<file path="config.mk">
export PLATFORM = sky130hd
export DESIGN_NAME = addsub_pipe
export DESIGN_NICKNAME = d
export VERILOG_FILES = /design/src/rtl/addsub_pipe.sv
export SDC_FILE = /design/constraint.sdc
export NUM_CORES = 1
export LEC_CHECK = 0
export BUFFER_PORTS_ARGS = -buffer_cell sky130_fd_sc_hd__buf_2
export CELL_PAD_IN_SITES_DETAIL_PLACEMENT = 1
export CELL_PAD_IN_SITES_GLOBAL_PLACEMENT = 1
export CORE_ASPECT_RATIO = 0.9
export CORE_MARGIN = 5
export CORE_UTILIZATION = 25
export DETAILED_ROUTE_END_ITERATION = 16
export PLACE_DENSITY = 0.6
export SYNTH_ARGS = -nofsm -noshare
export SYNTH_HDL_FRONTEND = slang
export SYNTH_SLANG_ARGS = --single-unit
</file>
<file path="constraint.sdc">
create_clock -name clk_i -period 5.9 [get_ports clk_i]
set_clock_uncertainty 0.15 [all_clocks]
set_input_delay 0.295 -clock clk_i [delete_from_list [all_inputs] [get_ports clk_i]]
set_output_delay 0.295 -clock clk_i [all_outputs]
set_load 0.03 [all_outputs]
</file>
<file path="src/rtl/addsub_pipe.sv">
// -----------------------------------------------------------------------------
// addsub_pipe
//   Elastic, in-order add/subtract pipeline with optional saturation and an
//   overflow-event counter.  The arithmetic is evaluated once, in DW+1 bits,
//   as an operation is accepted into the first stage.  The remaining stages
//   only carry the result towards the output.
//
// Parameters
//   DW      operand/result width in bits (>= 2)
//   STAGES  register stages from accept to output (>= 1)
//   CW      overflow-event counter width
//
// Ports
//   clk_i      rising-edge clock
//   rst_i      synchronous active-high reset
//   valid_i    input operation valid
//   ready_o    block can accept an operation this cycle
//   opcode_i   [1:0] = {sub, signed}, [2] = saturate
//   data0_i    operand A
//   data1_i    operand B
//   valid_o    result valid
//   ready_i    downstream accepts the result
//   result_o   result
//   ovf_o      carry / borrow / signed overflow of the result
//   sat_o      result was clamped
//   clr_cnt_i  clear the overflow counter
//   ovf_cnt_o  number of delivered results with ovf_o=1 (saturating)
// -----------------------------------------------------------------------------
module addsub_pipe #(
    parameter int DW     = 32,
    parameter int STAGES = 2,
    parameter int CW     = 16
) (
    input  logic          clk_i,
    input  logic          rst_i,
    input  logic          valid_i,
    output logic          ready_o,
    input  logic [2:0]    opcode_i,
    input  logic [DW-1:0] data0_i,
    input  logic [DW-1:0] data1_i,
    output logic          valid_o,
    input  logic          ready_i,
    output logic [DW-1:0] result_o,
    output logic          ovf_o,
    output logic          sat_o,
    input  logic          clr_cnt_i,
    output logic [CW-1:0] ovf_cnt_o
);

    // Per-stage contents; index 0 is the stage fed from the input.
    logic [STAGES-1:0] vld_r;
    logic [STAGES-1:0] ovf_r;
    logic [STAGES-1:0] sat_r;
    logic [DW-1:0]     res_r [STAGES];

    // A stage may load when it is empty or its contents move on this cycle.
    logic [STAGES-1:0] load_s;
    logic              next_ok_s;

    // First-stage arithmetic.
    logic [DW:0]       a_ext_s;
    logic [DW:0]       b_ext_s;
    logic [DW:0]       sum_s;
    logic              calc_ovf_s;
    logic              calc_sat_s;
    logic [DW-1:0]     clamp_s;
    logic [DW-1:0]     calc_res_s;

    logic              out_hs_s;

    // Operand extension, add/sub, overflow detection and clamping.
    always_comb begin
        a_ext_s    = {1'b0, data0_i};
        b_ext_s    = {1'b0, data1_i};
        sum_s      = {(DW+1){1'b0}};
        calc_ovf_s = 1'b0;
        clamp_s    = {DW{1'b0}};
        calc_sat_s = 1'b0;
        calc_res_s = {DW{1'b0}};

        if (opcode_i[0]) begin
            a_ext_s = {data0_i[DW-1], data0_i};
            b_ext_s = {data1_i[DW-1], data1_i};
        end else begin
            a_ext_s = {1'b0, data0_i};
            b_ext_s = {1'b0, data1_i};
        end

        if (opcode_i[1]) begin
            sum_s = a_ext_s - b_ext_s;
        end else begin
            sum_s = a_ext_s + b_ext_s;
        end

        // Signed: the extra bit is the true sign and differs from bit DW-1
        // on overflow.  Unsigned: bit DW is the carry, or the borrow (A<B)
        // for subtraction of zero-extended operands.
        if (opcode_i[0]) begin
            calc_ovf_s = sum_s[DW] ^ sum_s[DW-1];
        end else begin
            calc_ovf_s = sum_s[DW];
        end

        case (opcode_i[1:0])
            2'b00:   clamp_s = {DW{1'b1}};
            2'b10:   clamp_s = {DW{1'b0}};
            default: begin
                if (sum_s[DW]) begin
                    clamp_s = {1'b1, {(DW-1){1'b0}}};
                end else begin
                    clamp_s = {1'b0, {(DW-1){1'b1}}};
                end
            end
        endcase

        calc_sat_s = opcode_i[2] & calc_ovf_s;
        if (calc_sat_s) begin
            calc_res_s = clamp_s;
        end else begin
            calc_res_s = sum_s[DW-1:0];
        end
    end

    // Backpressure chain: walk from the output stage towards the input.
    always_comb begin
        load_s    = {STAGES{1'b0}};
        next_ok_s = ready_i;
        for (int i = STAGES - 1; i >= 0; i--) begin
            load_s[i] = !vld_r[i] || next_ok_s;
            next_ok_s = load_s[i];
        end
    end

    // Forced high in reset so the upstream never sees a stall from state
    // that is about to be cleared; handshakes in that cycle are discarded.
    assign ready_o  = rst_i | load_s[0];
    assign valid_o  = vld_r[STAGES-1];
    assign result_o = res_r[STAGES-1];
    assign ovf_o    = ovf_r[STAGES-1];
    assign sat_o    = sat_r[STAGES-1];
    assign out_hs_s = vld_r[STAGES-1] & ready_i;

    // Pipeline registers: stage 0 captures fresh results, others shift.
    always_ff @(posedge clk_i) begin
        if (rst_i) begin
            vld_r <= {STAGES{1'b0}};
            ovf_r <= {STAGES{1'b0}};
            sat_r <= {STAGES{1'b0}};
            for (int i = 0; i < STAGES; i++) begin
                res_r[i] <= {DW{1'b0}};
            end
        end else begin
            if (load_s[0]) begin
                vld_r[0] <= valid_i;
                if (valid_i) begin
                    res_r[0] <= calc_res_s;
                    ovf_r[0] <= calc_ovf_s;
                    sat_r[0] <= calc_sat_s;
                end
            end
            for (int i = 1; i < STAGES; i++) begin
                if (load_s[i]) begin
                    vld_r[i] <= vld_r[i-1];
                    if (vld_r[i-1]) begin
                        res_r[i] <= res_r[i-1];
                        ovf_r[i] <= ovf_r[i-1];
                        sat_r[i] <= sat_r[i-1];
                    end
                end
            end
        end
    end

    // Overflow-event counter: saturating, clear has priority over increment.
    always_ff @(posedge clk_i) begin
        if (rst_i || clr_cnt_i) begin
            ovf_cnt_o <= {CW{1'b0}};
        end else if (out_hs_s && ovf_r[STAGES-1] && (ovf_cnt_o != {CW{1'b1}})) begin
            ovf_cnt_o <= ovf_cnt_o + CW'(1);
        end
    end

endmodule

</file>
==> metrics.cfg, run 1 <==
[run_status]
run_status=finished clean

[detailed_routing]
drtPass1Iterations=4
ant_nets=0
wl_per_cell_um=15.5
via_per_inst=4.59
routed_wl_um=16500
via_count=4881
drc=0
drt_first_iter_violations=225

[layout]
layout_common_cells=123 x buf_2, 64 x edfxtp_1, 61 x nor2_1, 47 x xnor2_1, 43 x a21oi_1
syn_to_final_growth_pct=17.0
instances_no_fill=1063
antenna_cells=0
layout_commonest_cell=buf_2
nNetsFinal=857
drive_above_1_share_pct=23.4

[sta]
fmax_mhz=190
min_period_ns=5.26
tightest_slew_ns=1.27
drv_slew=0
tns_ns=0
finalCritPeriodShare_pct=89.1
rsz0062_at_grt=false
max-slew-margin-rel_pct=14.8
finalSetupViolCount=0
hold_viol=0

[yosys]
synth_edf_count=64
ys.flop_type=edfxtp_1
syn_inst=654
ys_types=63
ys_ff_latch=86
synthesis.nets=761
synthTopCellsByArea=edfxtp_1 31%, dfxtp_1 7.2%, ha_1 6.9%
syn_avg_cell_area_sq_um=9.39
yosysTopAreaCell=edfxtp_1
ys_async_sr_fraction_pct=0
yosysWarnings=0
synth.cell_area_sq_um=6140
synth_top_area_share_pct=31.3
ys_seq_area_share_pct=38.5

[clocking]
postCtsHoldBufs=0
clockBufferDepth=2
cts_setup_buffers=0
root_buffer=clkbuf_16
cts-resized-gates=0
clk-insertion-delay-late_ns=0.33
cts_tree=built
clkSlewWorstSetupHoldPaths_ns=0.07
cts_buffers=9
htree_num_levels=3
clock-sinks=86

[setup_path]
r2r_slack_ns=3.20
cp_common_cell=nand2_1
required_ns=5.95
crit_path_cell_trace=buf_2 > nor4_1 > buf_4 > nand2_1 > nor2_1 > nand2_1 > nor4_1 > a21o_1 > o21ai_0 > xnor2_1 > ha_1 > nand2_1 > nor4_2 > nand3_1 > o41ai_1 > o21ai_1 > xor2_2 > and2_4 > a211oi_4 > a21o_2
path_class=in2reg
worstPathArrival_ns=5.31
startpoint_type=input port
rr_startpoint=ovf_cnt_o[8]
regToRegEndpoint=ovf_cnt_o[15]
cp_slowest_cell=a211oi_4
crit_fanout=31
cp_slowest_stage_delay_ns=1.04
setup.worst_path.end_class=register
rr_worst_depth=9

[grt]
grt_pass1_vias=5015
grt_busiest_layer=met1
grt.overflow.total=0
grtUsageTotal_pct=11.8
grt_first_pass_wirelength_um=27200
grt_start_max_net_pins=36
use_met3_pct=1.71
met1_usage_pct=18.7
grtUsageMet2_pct=16.9
grt_antenna_before_repair=0

[floorplanning]
fp.dieH_um=159
fp.dieW_um=175
start_util_pct=25.3
rows=54
die_area_sq_um=27800
core-area_sq_um=24300
pin_count=124

[place]
gp_congestion=0.818
numPortBuffers=123
post-place-cells=1047
dp_hpwl_um=13500

[hold_path]
min_from=valid_i
hold_depth=3
hp-class=in2reg
holdPathEnd=vld_r[0]

[pwr]
ir_drop_v=0.000133
p_leak_uw=0.00320
p_per_area_nw_per_um2=259

[run]
cap_viol_max_count=0

[critical path: cells and delay by family]
family	cells	cell delay (ns)
compound gates	6	2.21
xor+xnor	2	0.39
fa+ha+maj	1	0.30
buf+inv	2	0.30
simple gates	9	1.80
[report_power, final]
group,leakage [uW],switching (uW),internal (uW)
clock network,0.000126,230,287
registers,0.000870,17.3,728
logic,0.00221,358,240
[registers in the layout, summed over array words and instances (netlist names)]
name / flops
res_r: 64
ovf_cnt_o: 16
ovf_r: 2
sat_r: 2
vld_r: 2
[how the worst max path moves through the flow]
stage,from,endpoint
floorplan,data1_i[6],res_r[0][2]
global placement,data1_i[6],res_r[0][9]
detailed placement,data1_i[6],res_r[0][9]
CTS,data1_i[6],res_r[0][9]
global route,data1_i[6],res_r[0][4]
finish,data1_i[6],res_r[0][9]
[stage by stage]
step,hold WS [ns],setup slack [ns],cell area [sq um],utilization [%],total power (uW)
after floorplan,0.262,1.24,6140,-,1200
after global placement,0.315,0.326,6920,28.5,1360
after detailed placement,0.321,0.242,6920,28.5,1360
after CTS,0.0421,0.573,7190,29.6,1890
after global routing,0.0590,0.0119,7190,29.6,1980
final,0.0491,0.643,7190,29.6,1860
[layout make-up]
| cell class | count | area, sq um |
|---|---|---|
| Tap cell | 308 | 385 |
| Timing Repair Buffer | 140 | 743 |
| Clock buffer | 10 | 229 |
| Sequential cell | 86 | 2360 |
| Fill cell | 2853 | 17100 |
| Inverter | 17 | 63.8 |
| Multi-Input combinational cell | 496 | 3360 |
| Clock inverter | 6 | 45.0 |
[layer usage]
metal | up-vias | part of all wire [%]
li1 | 2502 | -
met1 | 2266 | 54
met2 | 108 | 41
met3 | 5 | 4.2
met4 | 0 | 0.76
met5 | - | 0
[Yosys cell counts, drive strengths merged, types with 3 or more instances]
library cell,count
clkbuf,14
o211ai,5
a21o,45
nand3,12
nand2b,3
a31oi,9
a211oi,5
a21oi,43
inv,17
nor2b,5
or4,3
o21ai,26
a21boi,5
and3,6
xor2,26
ha,34
dfxtp,22
and2,37
o21a,5
or2,4
xnor2,47
nor3,19
nand4,6
nand2,42
mux2i,4
nor4,8
buf,41
or3,7
and4,4
nor2,61
edfxtp,64
[cells by family (layout without fill, tap and decap cells)]
logic type	count (synthesis)	count (layout)	synth area share [%]
fa+ha+maj	35	35	7.25
compound gates	162	162	17.6
flops	86	86	38.5
xor+xnor	73	73	10.5
simple gates	222	222	18.7
buf+inv	72	173	6.82
mux	4	4	0.652
Power figures use the tool's default switching activity.
==> run 2, diff against run 1 <==
Settings changed: BUFFER_PORTS_ARGS -buffer_cell sky130_fd_sc_hd__buf_2 to default, DONT_BUFFER_PORTS from default to 1, PLACE_DENSITY 0.6 to 0.44.
==> run 2 against run 1 <==
Net effect: count of clock-buffer cells in the layout is 1 lower; largest cell class unchanged; worst setup slack worse by 0.055 ns; worst hold slack worse by 0.0086 ns; critical path type unchanged; critical path depth down 1.
==> metrics.cfg, run 2 (synthesis gave the netlist of run 1 again) <==
[grt]
grt_first_pass_wirelength_um=27700
grt_start_max_net_pins=36
grt.overflow.total=0
grt_pass1_vias=4834
grt_antenna_before_repair=0
grtUsageTotal_pct=12.1

[pwr]
p_per_area_nw_per_um2=277
ir_drop_v=0.000127
p_sw_share_pct=32.8
clockPowerShare_pct=29.1
p_switching_uw=597
p_int_uw=1230
p_seq_share_pct=43.6
power_uw=1820
p_leak_uw=0.00266
comb_power_share_pct=27.3

[place]
numPortBuffers=0
placed_area_sq_um=6260
dp_hpwl_um=13800
post-place-cells=919
gp_congestion=0.811

[clocking]
cts_setup_buffers=0
root_buffer=clkbuf_16
cts_tree=built
htree_num_levels=3
cts_buffers=9
clockBufferDepth=2
cts-resized-gates=0
clkSlewWorstSetupHoldPaths_ns=0.06
clk-insertion-delay-late_ns=0.34
clock-sinks=86

[setup_path]
startpoint_type=input port
worstPathArrival_ns=5.36
path_class=in2reg
required_ns=5.95
cp_common_cell=nand2_1
cp_slowest_stage_delay_ns=0.99
r2r_slack_ns=2.93
crit_path_cell_trace=nor4_1 > buf_4 > nand2_1 > nor2_1 > nand2_1 > nor4_1 > a21o_1 > o21ai_0 > xnor2_1 > ha_1 > nand2_1 > nor4_2 > nand3_1 > o41ai_1 > o21ai_1 > xor2_2 > and2_4 > a211oi_4 > a21o_2
rr_worst_depth=9
crit_fanout=31
cp_slowest_cell=a211oi_4
setup.worst_path.end_class=register

[detailed_routing]
routed_wl_um=16800
via_per_inst=4.78
drt_first_iter_violations=204
drtPass1Iterations=4
via_count=4481
ant_nets=0
wl_per_cell_um=17.9
drc=0

[layout]
drive_above_1_share_pct=7.78
instances_no_fill=938
multiInputGateArea_sq_um=3360
finalInstanceArea_sq_um=6570
largest_reg_flops=64
fillers=2791
reg_top3=res_r (64), ovf_cnt_o (16)
layout_commonest_cell=edfxtp_1
antenna_cells=0
nNetsFinal=732
syn_to_final_growth_pct=7.01
layout_common_cells=64 x edfxtp_1, 61 x nor2_1, 47 x xnor2_1, 43 x a21oi_1, 42 x nand2_1
regMostFlops=res_r
seq_area_sq_um=2360

[floorplanning]
die_area_sq_um=27800
rows=54
pin_count=124
core-area_sq_um=24300
fp.dieH_um=159
start_util_pct=25.3
fp.dieW_um=175

[sta]
finalCritPeriodShare_pct=90.0
min_period_ns=5.31
finalSetupViolCount=0
drv_slew=0
rsz0062_at_grt=false
max-slew-margin-rel_pct=18.8
fmax_mhz=188
tns_ns=0
fin_worst_hold_slack_ns=0.0404
hold_viol=0
tightest_slew_ns=1.21

[run_status]
run_status=finished clean

[hold_path]
hold_depth=3
hp-class=in2reg

[run]
cap_viol_max_count=0

==> run 2: cell types whose count changed in the layout (fill, tap and decap cells not counted), moves of 2 or more <==
| cell | before | now |
|---|---|---|
| dlygate4sd3_1 | 0 | 3 |
| buf_4 | 17 | 12 |
| buf_2 | 123 | 0 |
| clkinvlp_4 | 3 | 1 |
| inv_6 | 2 | 4 |
==> run 2: final timing paths <==
check,startpoint,to
max,data1_i[6],res_r[0][7]
min,ready_i,vld_r[1]
max reg2reg,ovf_cnt_o[7],ovf_cnt_o[15]
min reg2reg,sat_r[0],sat_r[0]
==> run 2: area by class of cell <==
| cell class | count | area share [%] |
|---|---|---|
| multi-input cells | 496 | 51.1 |
| clock buffers | 9 | 3.43 |
| flip-flops and latches | 86 | 35.9 |
| inverters | 17 | 0.971 |
| repair buffers | 15 | 1.83 |
| clock inverters | 7 | 0.837 |
| well taps | 308 | 5.86 |
==> run 2: timing repair <==
action / in CTS / in global routing
hold buffers: 3 / 0
hold endpoints to repair: 6 / 0
setup endpoints to repair: 0 / 1
==> run 2: power groups by stage <==
| stage | logic (uW) | registers [uW] | clock network (uW) |
|---|---|---|---|
| 5_1_grt | 557 | 802 | 580 |
| 2_1_floorplan | 446 | 752 | 0 |
| 3_3_place_gp | 489 | 811 | 0 |
| 4_1_cts | 501 | 798 | 548 |
| 3_5_place_dp | 494 | 811 | 0 |
| 6_report | 498 | 795 | 530 |
==> run 2: per-stage QoR <==
| stage | setup WS (ns) | util, % |
|---|---|---|
| 2_1_floorplan | 1.24 | - |
| 3_3_place_gp | 0.377 | 25.8 |
| 3_5_place_dp | 0.196 | 25.8 |
| 4_1_cts | 0.534 | 27.1 |
| 5_1_grt | 0.0529 | 27.1 |
| 6_report | 0.588 | 27.1 |
==> run 2: metal layers <==
metal	global-route usage [%]	share of wire, %	vias up
met2	17.5	41	108
met3	3.21	6.8	8
met4	2.57	0.85	0
met5	0	0	-
met1	18.1	51	2118
li1	-	-	2247
==> run 2: worst max-delay path: cells and delay by family <==
kind,cells,cell delay [ns]
compound gates,6,2.11
simple gates,9,2.05
xor+xnor,2,0.40
fa+ha+maj,1,0.31
buf+inv,1,0.19
